**src/rtl/ex_stage_pkg.sv**
```systemverilog
`default_nettype none
// ============================================================================
// Module      : ex_stage_pkg
// Description : Shared opcodes, result classes, bus widths and divider states
//               for the MIPS32 execute stage.
// Revision    : 1.0 - initial release
// ============================================================================
package ex_stage_pkg;

    localparam int REG_BUS_W = 32;

    localparam logic [4:0] NOP_REG_ADDR  = 5'b00000;
    localparam logic       STALL_ENABLE  = 1'b1;
    localparam logic       STALL_DISABLE = 1'b0;

    localparam logic [7:0] EXE_NOP_OP  = 8'b00000000;
    localparam logic [7:0] EXE_AND_OP  = 8'b00100100;
    localparam logic [7:0] EXE_OR_OP   = 8'b00100101;
    localparam logic [7:0] EXE_XOR_OP  = 8'b00100110;
    localparam logic [7:0] EXE_NOR_OP  = 8'b00100111;
    localparam logic [7:0] EXE_SLL_OP  = 8'b01111100;
    localparam logic [7:0] EXE_SRL_OP  = 8'b00000010;
    localparam logic [7:0] EXE_SRA_OP  = 8'b00000011;
    localparam logic [7:0] EXE_SLT_OP  = 8'b00101010;
    localparam logic [7:0] EXE_SLTU_OP = 8'b00101011;
    localparam logic [7:0] EXE_ADD_OP  = 8'b00100000;
    localparam logic [7:0] EXE_ADDU_OP = 8'b00100001;
    localparam logic [7:0] EXE_SUB_OP  = 8'b00100010;
    localparam logic [7:0] EXE_SUBU_OP = 8'b00100011;
    localparam logic [7:0] EXE_DIV_OP  = 8'b00011010;
    localparam logic [7:0] EXE_DIVU_OP = 8'b00011011;

    localparam logic [2:0] EXE_RES_NOP   = 3'b000;
    localparam logic [2:0] EXE_RES_LOGIC = 3'b001;
    localparam logic [2:0] EXE_RES_SHIFT = 3'b010;
    localparam logic [2:0] EXE_RES_ARITH = 3'b100;

    typedef enum logic [1:0] {
        DIV_FREE    = 2'b00,
        DIV_BY_ZERO = 2'b01,
        DIV_ON      = 2'b10,
        DIV_END     = 2'b11
    } div_state_e;

    function automatic logic is_div_op(input logic [7:0] op);
        return (op == EXE_DIV_OP) || (op == EXE_DIVU_OP);
    endfunction

endpackage
`default_nettype wire

```
**src/rtl/div_unit.sv**
```systemverilog
`default_nettype none
// ============================================================================
// Module      : div_unit
// Description : Sequential radix-2 restoring divider (signed or unsigned).
//               result = {remainder, quotient}; ready marks the END cycle.
// Revision    : 1.0 - initial release
// ============================================================================
module div_unit
    import ex_stage_pkg::*;
#(
    parameter int DIV_CYCLES = 32
) (
    input  logic        clk,
    input  logic        rst,
    input  logic        start,
    input  logic        signed_div,
    input  logic [31:0] opdata1,
    input  logic [31:0] opdata2,
    input  logic        annul,
    output logic [63:0] result,
    output logic        ready
);

    localparam int CNT_W = $clog2(DIV_CYCLES + 1);

    div_state_e       state_q, state_d;
    logic [31:0]      rem_q, rem_d;
    logic [31:0]      quo_q, quo_d;
    logic [31:0]      dvsr_q, dvsr_d;
    logic             neg_quo_q, neg_quo_d;
    logic             neg_rem_q, neg_rem_d;
    logic [CNT_W-1:0] cnt_q, cnt_d;
    logic [32:0]      w_trial;

    // Quotient register doubles as the dividend shift-in source.
    assign w_trial = {rem_q, quo_q[31]} - {1'b0, dvsr_q};

    always_comb begin
        state_d   = state_q;
        rem_d     = rem_q;
        quo_d     = quo_q;
        dvsr_d    = dvsr_q;
        neg_quo_d = neg_quo_q;
        neg_rem_d = neg_rem_q;
        cnt_d     = cnt_q;
        case (state_q)
            DIV_FREE: begin
                if (start) begin
                    neg_quo_d = signed_div & (opdata1[31] ^ opdata2[31]);
                    neg_rem_d = signed_div & opdata1[31];
                    rem_d     = '0;
                    cnt_d     = '0;
                    if (opdata2 == '0) begin
                        state_d = DIV_BY_ZERO;
                        quo_d   = '0;
                        dvsr_d  = '0;
                    end else begin
                        state_d = DIV_ON;
                        quo_d   = (signed_div && opdata1[31]) ? -opdata1 : opdata1;
                        dvsr_d  = (signed_div && opdata2[31]) ? -opdata2 : opdata2;
                    end
                end
            end
            DIV_BY_ZERO: begin
                state_d = DIV_END;
                quo_d   = '0;
                rem_d   = '0;
            end
            DIV_ON: begin
                if (!w_trial[32]) begin
                    rem_d = w_trial[31:0];
                    quo_d = {quo_q[30:0], 1'b1};
                end else begin
                    rem_d = {rem_q[30:0], quo_q[31]};
                    quo_d = {quo_q[30:0], 1'b0};
                end
                cnt_d = cnt_q + 1'b1;
                if (cnt_q == CNT_W'(DIV_CYCLES - 1)) begin
                    state_d = DIV_END;
                end
            end
            DIV_END: state_d = DIV_FREE;
            default: state_d = DIV_FREE;
        endcase
        if (annul) begin
            state_d = DIV_FREE;
        end
    end

    always_ff @(posedge clk) begin
        if (rst) begin
            state_q   <= DIV_FREE;
            rem_q     <= '0;
            quo_q     <= '0;
            dvsr_q    <= '0;
            neg_quo_q <= 1'b0;
            neg_rem_q <= 1'b0;
            cnt_q     <= '0;
        end else begin
            state_q   <= state_d;
            rem_q     <= rem_d;
            quo_q     <= quo_d;
            dvsr_q    <= dvsr_d;
            neg_quo_q <= neg_quo_d;
            neg_rem_q <= neg_rem_d;
            cnt_q     <= cnt_d;
        end
    end

    assign ready  = (state_q == DIV_END);
    assign result = {neg_rem_q ? -rem_q : rem_q, neg_quo_q ? -quo_q : quo_q};

endmodule
`default_nettype wire

```
**src/rtl/ex_stage.sv**
```systemverilog
`default_nettype none
// ============================================================================
// Module      : ex_stage
// Description : MIPS32 execute stage: combinational ALU plus stalling divider.
//               Optional macro EX_OVF_TRAP_EN enables ADD/SUB overflow trap.
// Revision    : 1.0 - initial release
// ============================================================================
module ex_stage
    import ex_stage_pkg::*;
#(
    parameter int DIV_CYCLES = 32
) (
    input  logic        clk,
    input  logic        rst,
    input  logic        flush_i,
    input  logic [7:0]  aluop_i,
    input  logic [2:0]  alusel_i,
    input  logic [31:0] reg1_i,
    input  logic [31:0] reg2_i,
    input  logic [4:0]  wd_i,
    input  logic        wreg_i,
    output logic [4:0]  wd_o,
    output logic        wreg_o,
    output logic [31:0] wdata_o,
    output logic        whilo_o,
    output logic [31:0] hi_o,
    output logic [31:0] lo_o,
    output logic        stallreq_o,
    output logic        ovf_o
);

    logic        w_is_div;
    logic        w_div_ready;
    logic [63:0] w_div_result;
    logic        w_ovf;
    logic [31:0] w_logic, w_shift, w_arith, w_wdata;

    assign w_is_div = is_div_op(aluop_i);

    div_unit #(
        .DIV_CYCLES(DIV_CYCLES)
    ) u_div (
        .clk       (clk),
        .rst       (rst),
        .start     (w_is_div & ~flush_i),
        .signed_div(aluop_i == EXE_DIV_OP),
        .opdata1   (reg1_i),
        .opdata2   (reg2_i),
        .annul     (flush_i),
        .result    (w_div_result),
        .ready     (w_div_ready)
    );

    always_comb begin
        w_logic = '0;
        w_shift = '0;
        w_arith = '0;
        case (aluop_i)
            EXE_AND_OP:  w_logic = reg1_i & reg2_i;
            EXE_OR_OP:   w_logic = reg1_i | reg2_i;
            EXE_XOR_OP:  w_logic = reg1_i ^ reg2_i;
            EXE_NOR_OP:  w_logic = ~(reg1_i | reg2_i);
            EXE_SLL_OP:  w_shift = reg2_i << reg1_i[4:0];
            EXE_SRL_OP:  w_shift = reg2_i >> reg1_i[4:0];
            EXE_SRA_OP:  w_shift = $signed(reg2_i) >>> reg1_i[4:0];
            EXE_ADD_OP, EXE_ADDU_OP: w_arith = reg1_i + reg2_i;
            EXE_SUB_OP, EXE_SUBU_OP: w_arith = reg1_i - reg2_i;
            EXE_SLT_OP:  w_arith = {31'b0, $signed(reg1_i) < $signed(reg2_i)};
            EXE_SLTU_OP: w_arith = {31'b0, reg1_i < reg2_i};
            default: ;
        endcase
    end

    always_comb begin
        case (alusel_i)
            EXE_RES_LOGIC: w_wdata = w_logic;
            EXE_RES_SHIFT: w_wdata = w_shift;
            EXE_RES_ARITH: w_wdata = w_arith;
            default:       w_wdata = '0;
        endcase
    end

`ifdef EX_OVF_TRAP_EN
    logic [31:0] w_opb;
    logic        w_trap_op;

    assign w_trap_op = (alusel_i == EXE_RES_ARITH) &&
                       ((aluop_i == EXE_ADD_OP) || (aluop_i == EXE_SUB_OP));
    assign w_opb     = (aluop_i == EXE_SUB_OP) ? -reg2_i : reg2_i;
    assign w_ovf     = w_trap_op && (reg1_i[31] == w_opb[31]) &&
                       (w_arith[31] != reg1_i[31]);
`else
    assign w_ovf = 1'b0;
`endif

    // Reset forces every output low regardless of the incoming operation.
    assign wd_o       = rst ? NOP_REG_ADDR : wd_i;
    assign wreg_o     = ~rst & wreg_i & ~w_is_div & ~w_ovf;
    assign wdata_o    = rst ? '0 : w_wdata;
    assign ovf_o      = ~rst & w_ovf;
    assign whilo_o    = ~rst & w_div_ready & ~flush_i;
    assign stallreq_o = (~rst & w_is_div & ~w_div_ready & ~flush_i) ? STALL_ENABLE
                                                                      : STALL_DISABLE;
    assign hi_o       = whilo_o ? w_div_result[63:32] : '0;
    assign lo_o       = whilo_o ? w_div_result[31:0]  : '0;

endmodule
`default_nettype wire

```
**config.mk**
```make
export PLATFORM = sky130hd
export DESIGN_NAME = ex_stage
export DESIGN_NICKNAME = d
export VERILOG_FILES = /design/src/rtl/ex_stage_pkg.sv /design/src/rtl/div_unit.sv /design/src/rtl/ex_stage.sv
export SDC_FILE = /design/constraint.sdc
export NUM_CORES = 1
export LEC_CHECK = 0
export CELL_PAD_IN_SITES_DETAIL_PLACEMENT = 1
export CELL_PAD_IN_SITES_GLOBAL_PLACEMENT = 2
export CORE_MARGIN = 1
export CORE_UTILIZATION = 36
export CTS_CLUSTER_DIAMETER = 40
export CTS_CLUSTER_SIZE = 20
export DETAILED_ROUTE_END_ITERATION = 8
export PLACE_DENSITY = 0.92
export SLEW_MARGIN = 20
export SYNTH_ARGS = -nofsm -noshare
export SYNTH_HDL_FRONTEND = slang
export SYNTH_HIERARCHICAL = 1
export SYNTH_SLANG_ARGS = --single-unit
```
**constraint.sdc**
```tcl
create_clock -name clk -period 10.8 [get_ports clk]
set_input_delay 2.7 -clock clk [delete_from_list [all_inputs] [get_ports clk]]
set_output_delay 2.7 -clock clk [all_outputs]
set_load 0.02 [all_outputs]
```
==> results.cfg, run 1 <==
[logic_synthesis]
syn_area_um2 = 18100
yosys_most_used_dff = dfxtp_1
ys_warn_count = 6
avgSynthCellArea_um2 = 6.88
ys_async_sr_fraction_pct = 0
synth_top_cell_area_share_pct = 11.7
synth_cell_types = 99
synth_edf_count = 0
synth_fp_nets = 2853
yosys-top-cells-area = dfxtp_1 (12%), ha_1 (9.6%), xnor2_1 (7.0%), a21oi_1 (6.0%), nor2_1 (5.8%)
synth_top_cell_by_area = dfxtp_1
ys_ff_latch = 106
ys_seq_area_share_pct = 11.7
postSynthCellCount = 2627

[placed_design]
gp_congestion = 1.01
dp_hpwl_um = 62100
numPortBuffers = 187
place_area_um2 = 20300

[cts]
cts_tree = done
clock_path_buffers = 2
cts.repair.resized = 0
hold_buffers = 0
postCtsSetupBuffers = 0
htree_num_levels = 3
clockRootBuffer = clkbuf_16
clkSinkCount = 106
clock_latency_ns = 0.38
clkTransAtPathRegs_ns = 0.07
numCtsBuffers = 9

[timing]
relSlewSlack_pct = 20.7
fin_crit_ns = 10.19
setup_viol = 0
worst_pin_slew_ns = 1.18
hold_viol_final = 0
finalSetupTns_ns = 0
finClkSkew_ns = 0.0172
min_period_over_period_pct = 94.4
rsz0062_at_grt = false
slew_violations = 0
hold-worst-slack_ns = 0.456
fmax_ghz = 0.0981

[detailed_routing]
routedWlPerCell_um = 23.4
drc_errors = 0
vias = 20200
first_pass_iters = 7
drt_iter0_drc = 1417
antenna_left = 0
routed_wl_um = 78200
avgViaCountPerCell = 6.04

[layout]
multi_input_area_um2 = 14600
final_common_cell = nor2_1
drive_above_1_share_pct = 5.78
nFillCells = 6366
nNetsFinal = 2901
syn2layout_area_growth_pct = 14.3
area.sequential_um2 = 2120
final_cell_mix = nor2_1 (275), nand2_1 (232), a21oi_1 (215), o21ai_0 (208), clkdlybuf4s50_1 (179)
finish.instance_area_um2 = 20700

[power]
ir_drop_uv = 67.5
leakagePower_nw = 8.14
power-per-cell-area_nw_per_um2 = 66.4

[worst_setup_path]
reg2reg_to = u_div/rem_q[13]
setup.worst_path.start = reg2_i[0]
cp.required_ns = 8.10
r2r-start = u_div/quo_q[31]
crit_path_max_fanout = 9
critPathCaptureType = output pin
critPathLaunchType = input pin
rrSetupSlack_ns = 6.76
path_class = input pin to output pin
r2r_cells = 12
cp-endpoint = wdata_o[0]
worstPathArrival_ns = 7.49

[global_route]
grt_pass1_wl_um = 120000
grt_max_degree = 77
grt_pass1_vias = 20100
grt_util_all_layers_pct = 30.3
overflow = 0
antenna_found_initial = 3

[floorplan]
die_x_um = 226
row_count = 81
die_h_um = 226
start_util_pct = 36.7
ios = 189
core-area_um2 = 49300
dieArea_um2 = 51100

[flow_run]
maxCapViolations = 0

[worst_hold_path]
hold_path.class = flop to flop

[run_status]
status = complete, no violations
worst max-delay path, cell delays in order:
cell             delay (ns)
clkdlybuf4s50_1        0.78
ha_1                   0.34
inv_1                  0.10
fa_1                   0.41
nor2b_1                0.17
o21a_1                 0.20
o41ai_2                0.62
a221oi_2               0.21
nand4_1                0.17
a21oi_1                0.15
and4b_1                0.28
nor2_1                 0.09
a311oi_1               0.30
o22ai_1                0.13
a21oi_1                0.19
clkdlybuf4s50_1        0.63
per-layer routing:
| metal | global-route usage [%] | vias up | routed length, um |
|---|---|---|---|
| met3 | 3.41 | 145 | 4180 |
| met4 | 13.6 | 0 | 3590 |
| met2 | 48.2 | 614 | 34900 |
| met1 | 40.9 | 9942 | 35500 |
| li1 | - | 9501 | - |
| met5 | 0 | - | 0 |
worst min-delay path by stage:
stage                     startpoint               end  cells after the start
floorplan           u_div/dvsr_q[19]  u_div/dvsr_q[19]                      2
global placement    u_div/dvsr_q[21]  u_div/dvsr_q[21]                      2
detailed placement  u_div/dvsr_q[19]  u_div/dvsr_q[19]                      2
CTS                 u_div/dvsr_q[19]  u_div/dvsr_q[19]                      2
global route        u_div/dvsr_q[29]  u_div/dvsr_q[29]                      2
finish              u_div/dvsr_q[19]  u_div/dvsr_q[19]                      2
synth_stat cells, types with 29 or more instances:
master / instances
buf_2: 35
a211oi_1: 67
ha_1: 139
inv_1: 143
and2_1: 80
nand3_1: 33
nand2_1: 232
nor2b_1: 33
o211ai_1: 29
a21oi_1: 216
nor2_1: 278
xor2_1: 61
dfxtp_1: 106
nand2b_1: 35
mux2i_1: 92
o21ai_0: 208
nor3_1: 76
o31ai_1: 37
a221oi_1: 51
clkbuf_1: 141
xnor2_1: 145
flip-flops by register name (all words and copies together) (netlist names):
signal	count
u_div/neg_rem_q	1
u_div/cnt_q	6
u_div/rem_q	32
u_div/quo_q	32
u_div/state_q	2
u_div/neg_quo_q	1
u_div/dvsr_q	32
power by group:
part | total [W] | leakage (nW) | internal [W] | switching (W)
clock | 0.000363 | 0.153 | 0.000204 | 0.000159
combinational | 0.000612 | 7.13 | 0.000221 | 0.000391
sequential | 0.000397 | 0.854 | 0.000393 | 0.00000419
total | 0.00137 | 8.14 | 0.000819 | 0.000555
cell families (layout without fill, tap and decap cells):
logic type | count (synthesis) | in the layout | share of synthesized area (%)
simple gates | 901 | 901 | 24.0
compound gates | 816 | 816 | 30.0
buf+inv | 344 | 397 | 7.59
xor+xnor | 206 | 206 | 9.98
fa+ha+maj | 142 | 142 | 9.95
mux | 111 | 111 | 6.78
flops | 106 | 106 | 11.7
other cells | 1 | 4 | 0.0207
metrics by stage:
stage	worst slack (ns)	util, %	cells	power, W
2_1_floorplan	1.97	-	2627	0.000797
6_report	0.607	42.0	3347	0.00137
3_3_place_gp	0.848	41.3	3328	0.000996
4_1_cts	0.737	41.9	3344	0.00137
3_5_place_dp	0.772	41.3	3328	0.00100
5_1_grt	0.440	42.0	3346	0.00144
area by class of cell:
| type | count | area share [%] |
|---|---|---|
| flip-flops and latches | 106 | 10.3 |
| multi-input cells | 2177 | 70.9 |
| clock buffers | 10 | 1.11 |
| inverters | 146 | 2.65 |
| repair buffers | 235 | 10.6 |
| clock inverters | 6 | 0.436 |
| well taps | 664 | 4.02 |
| diodes | 3 | 0.0363 |
Power figures use the tool's default switching activity.
==> run 2, diff against run 1 <==
--- a/config.mk
+++ b/config.mk
@@ -7,7 +7,7 @@
 export LEC_CHECK = 0
 export CELL_PAD_IN_SITES_DETAIL_PLACEMENT = 1
 export CELL_PAD_IN_SITES_GLOBAL_PLACEMENT = 2
-export CORE_MARGIN = 1
+export CORE_MARGIN = 8
 export CORE_UTILIZATION = 36
 export CTS_CLUSTER_DIAMETER = 40
 export CTS_CLUSTER_SIZE = 20
==> run 2 against run 1 <==
Against the previous run: setup slack better by 0.052 ns; first-iteration DRC count grew 23%; register-to-register slack better by 0.30 ns; wire length grew 0.67%; flip-flop and latch count is the same; total power about the same; core utilization fell by 0.54 points; critical endpoint unchanged; clock-buffer cell count unchanged.
==> results.cfg, run 2 (synthesized netlist as in run 1, its figures left out) <==
[power]
leakagePower_nw = 8.12
power.share.sequential_pct = 28.9
power-per-cell-area_nw_per_um2 = 66.5
cell_internal_pwr_w = 0.000818
pwr-share-clk_pct = 26.9
power.share.combinational_pct = 44.2
p_sw_share_pct = 40.5
ir_drop_uv = 80.9
power_switching_w = 0.000556
power_w = 0.00137

[cts]
numCtsBuffers = 9
cts.repair.resized = 0
htree_num_levels = 3
clkTransAtPathRegs_ns = 0.07
clockRootBuffer = clkbuf_16
hold_buffers = 0
clock_path_buffers = 2
cts_tree = done
postCtsSetupBuffers = 0
clkSinkCount = 106
clock_latency_ns = 0.38

[detailed_routing]
vias = 20200
drt_iter0_drc = 1737
routedWlPerCell_um = 23.5
first_pass_iters = 5
routed_wl_um = 78800
antenna_left = 0
drc_errors = 0
avgViaCountPerCell = 6.02

[layout]
nNetsFinal = 2899
reg_top3 = u_div/dvsr_q: 32 flops, u_div/quo_q: 32 flops, u_div/rem_q: 32 flops
post-route-util_pct = 41.4
syn2layout_area_growth_pct = 14.3
nFillCells = 6394
finish.instance_area_um2 = 20700
final_common_cell = nor2_1
drive_above_1_share_pct = 5.71
final_cell_mix = nor2_1 (275), nand2_1 (232), a21oi_1 (215), o21ai_0 (208), clkdlybuf4s50_1 (179)

[worst_setup_path]
critPathCaptureType = output pin
cp.required_ns = 8.10
worstPathArrival_ns = 7.44
path_class = input pin to output pin
crit_path_max_fanout = 9
critPathLaunchType = input pin

[timing]
setup_slack_ns = 0.659
rsz0062_at_grt = false
hold_viol_final = 0
slew_violations = 0
fin_crit_ns = 10.14
worst_pin_slew_ns = 0.960
fmax_ghz = 0.0986
finClkSkew_ns = 0.0118
min_period_over_period_pct = 93.9
finalSetupTns_ns = 0
relSlewSlack_pct = 35.8
setup_viol = 0

[placed_design]
gp_congestion = 0.978
numPortBuffers = 187
place_area_um2 = 20300
dp_slack_ns = 0.798
dp_hpwl_um = 62300

[floorplan]
row_count = 82
die_h_um = 240
core-area_um2 = 49900
ios = 189
dieArea_um2 = 57600
die_x_um = 240
start_util_pct = 36.3

[flow_run]
maxCapViolations = 0

[global_route]
antenna_found_initial = 6
grt_max_degree = 81
grt_util_all_layers_pct = 26.3
grt_pass1_wl_um = 121000
overflow = 0
grt_pass1_vias = 20200

[run_status]
status = complete, no violations

[worst_hold_path]
hold_path.class = flop to flop
[run 2: cell types whose count changed in the layout (fill, tap and decap cells not counted)]
cell and change:
nor4b_4 -1, diode_2 +1, clkinvlp_4 +1, buf_4 -2, clkinv_4 -1, nor4b_2 +1
[run 2: area by class of cell]
class	count	area, um^2	share of cell area, %
timing repair buffer	233	2180	10.6
antenna	4	10.0	0.0485
inverter	146	548	2.65
sequential	106	2120	10.3
clock buffer	10	229	1.11
tap	672	841	4.07
clock inverter	6	88.8	0.430
multi-input combinational	2177	14600	70.9
[run 2: worst paths after layout]
path / start / end / slack [ns] / cells past startpoint
worst max register to register: u_div/rem_q[9] / u_div/rem_q[5] / 7.06 / 10
worst min-delay path: u_div/dvsr_q[19] / u_div/dvsr_q[19] / 0.46 / 2
worst max-delay path: reg2_i[0] / wdata_o[0] / 0.66 / 16
worst min register to register: u_div/dvsr_q[19] / u_div/dvsr_q[19] / 0.46 / 2
[run 2: metrics by stage]
stage | hold slack (ns) | cells
floorplan | 0.432 | 2627
global placement | 0.446 | 3334
detailed placement | 0.456 | 3334
CTS | 0.467 | 3350
global route | 0.490 | 3352
finish | 0.462 | 3354
[run 2: metal layers]
layer  global-route usage (%)  part of all wire [%]
met5                        0                 0.037
met3                     3.88                   6.3
met4                     11.7                   4.6
met2                     42.3                    44
met1                     34.7                    45
[run 2: worst max-delay path: stages]
cell and delay, ns:
clkdlybuf4s50_1 0.80, ha_1 0.36, inv_1 0.11, fa_1 0.39, nor2b_1 0.17, o21a_1 0.20, o41ai_2 0.58, a221oi_2 0.22
nand4_1 0.17, a21oi_1 0.13, and4b_1 0.27, nor2_1 0.08, a311oi_1 0.30, o22ai_1 0.14, a21oi_1 0.17, clkdlybuf4s50_1 0.64
[run 2: power groups by stage]
stage	Combinational [W]	Clock (W)	Sequential, W
finish	0.000607	0.000369	0.000397
floorplan	0.000392	0	0.000405
global placement	0.000583	0	0.000406
detailed placement	0.000594	0	0.000407
global route	0.000654	0.000391	0.000398
CTS	0.000597	0.000377	0.000397
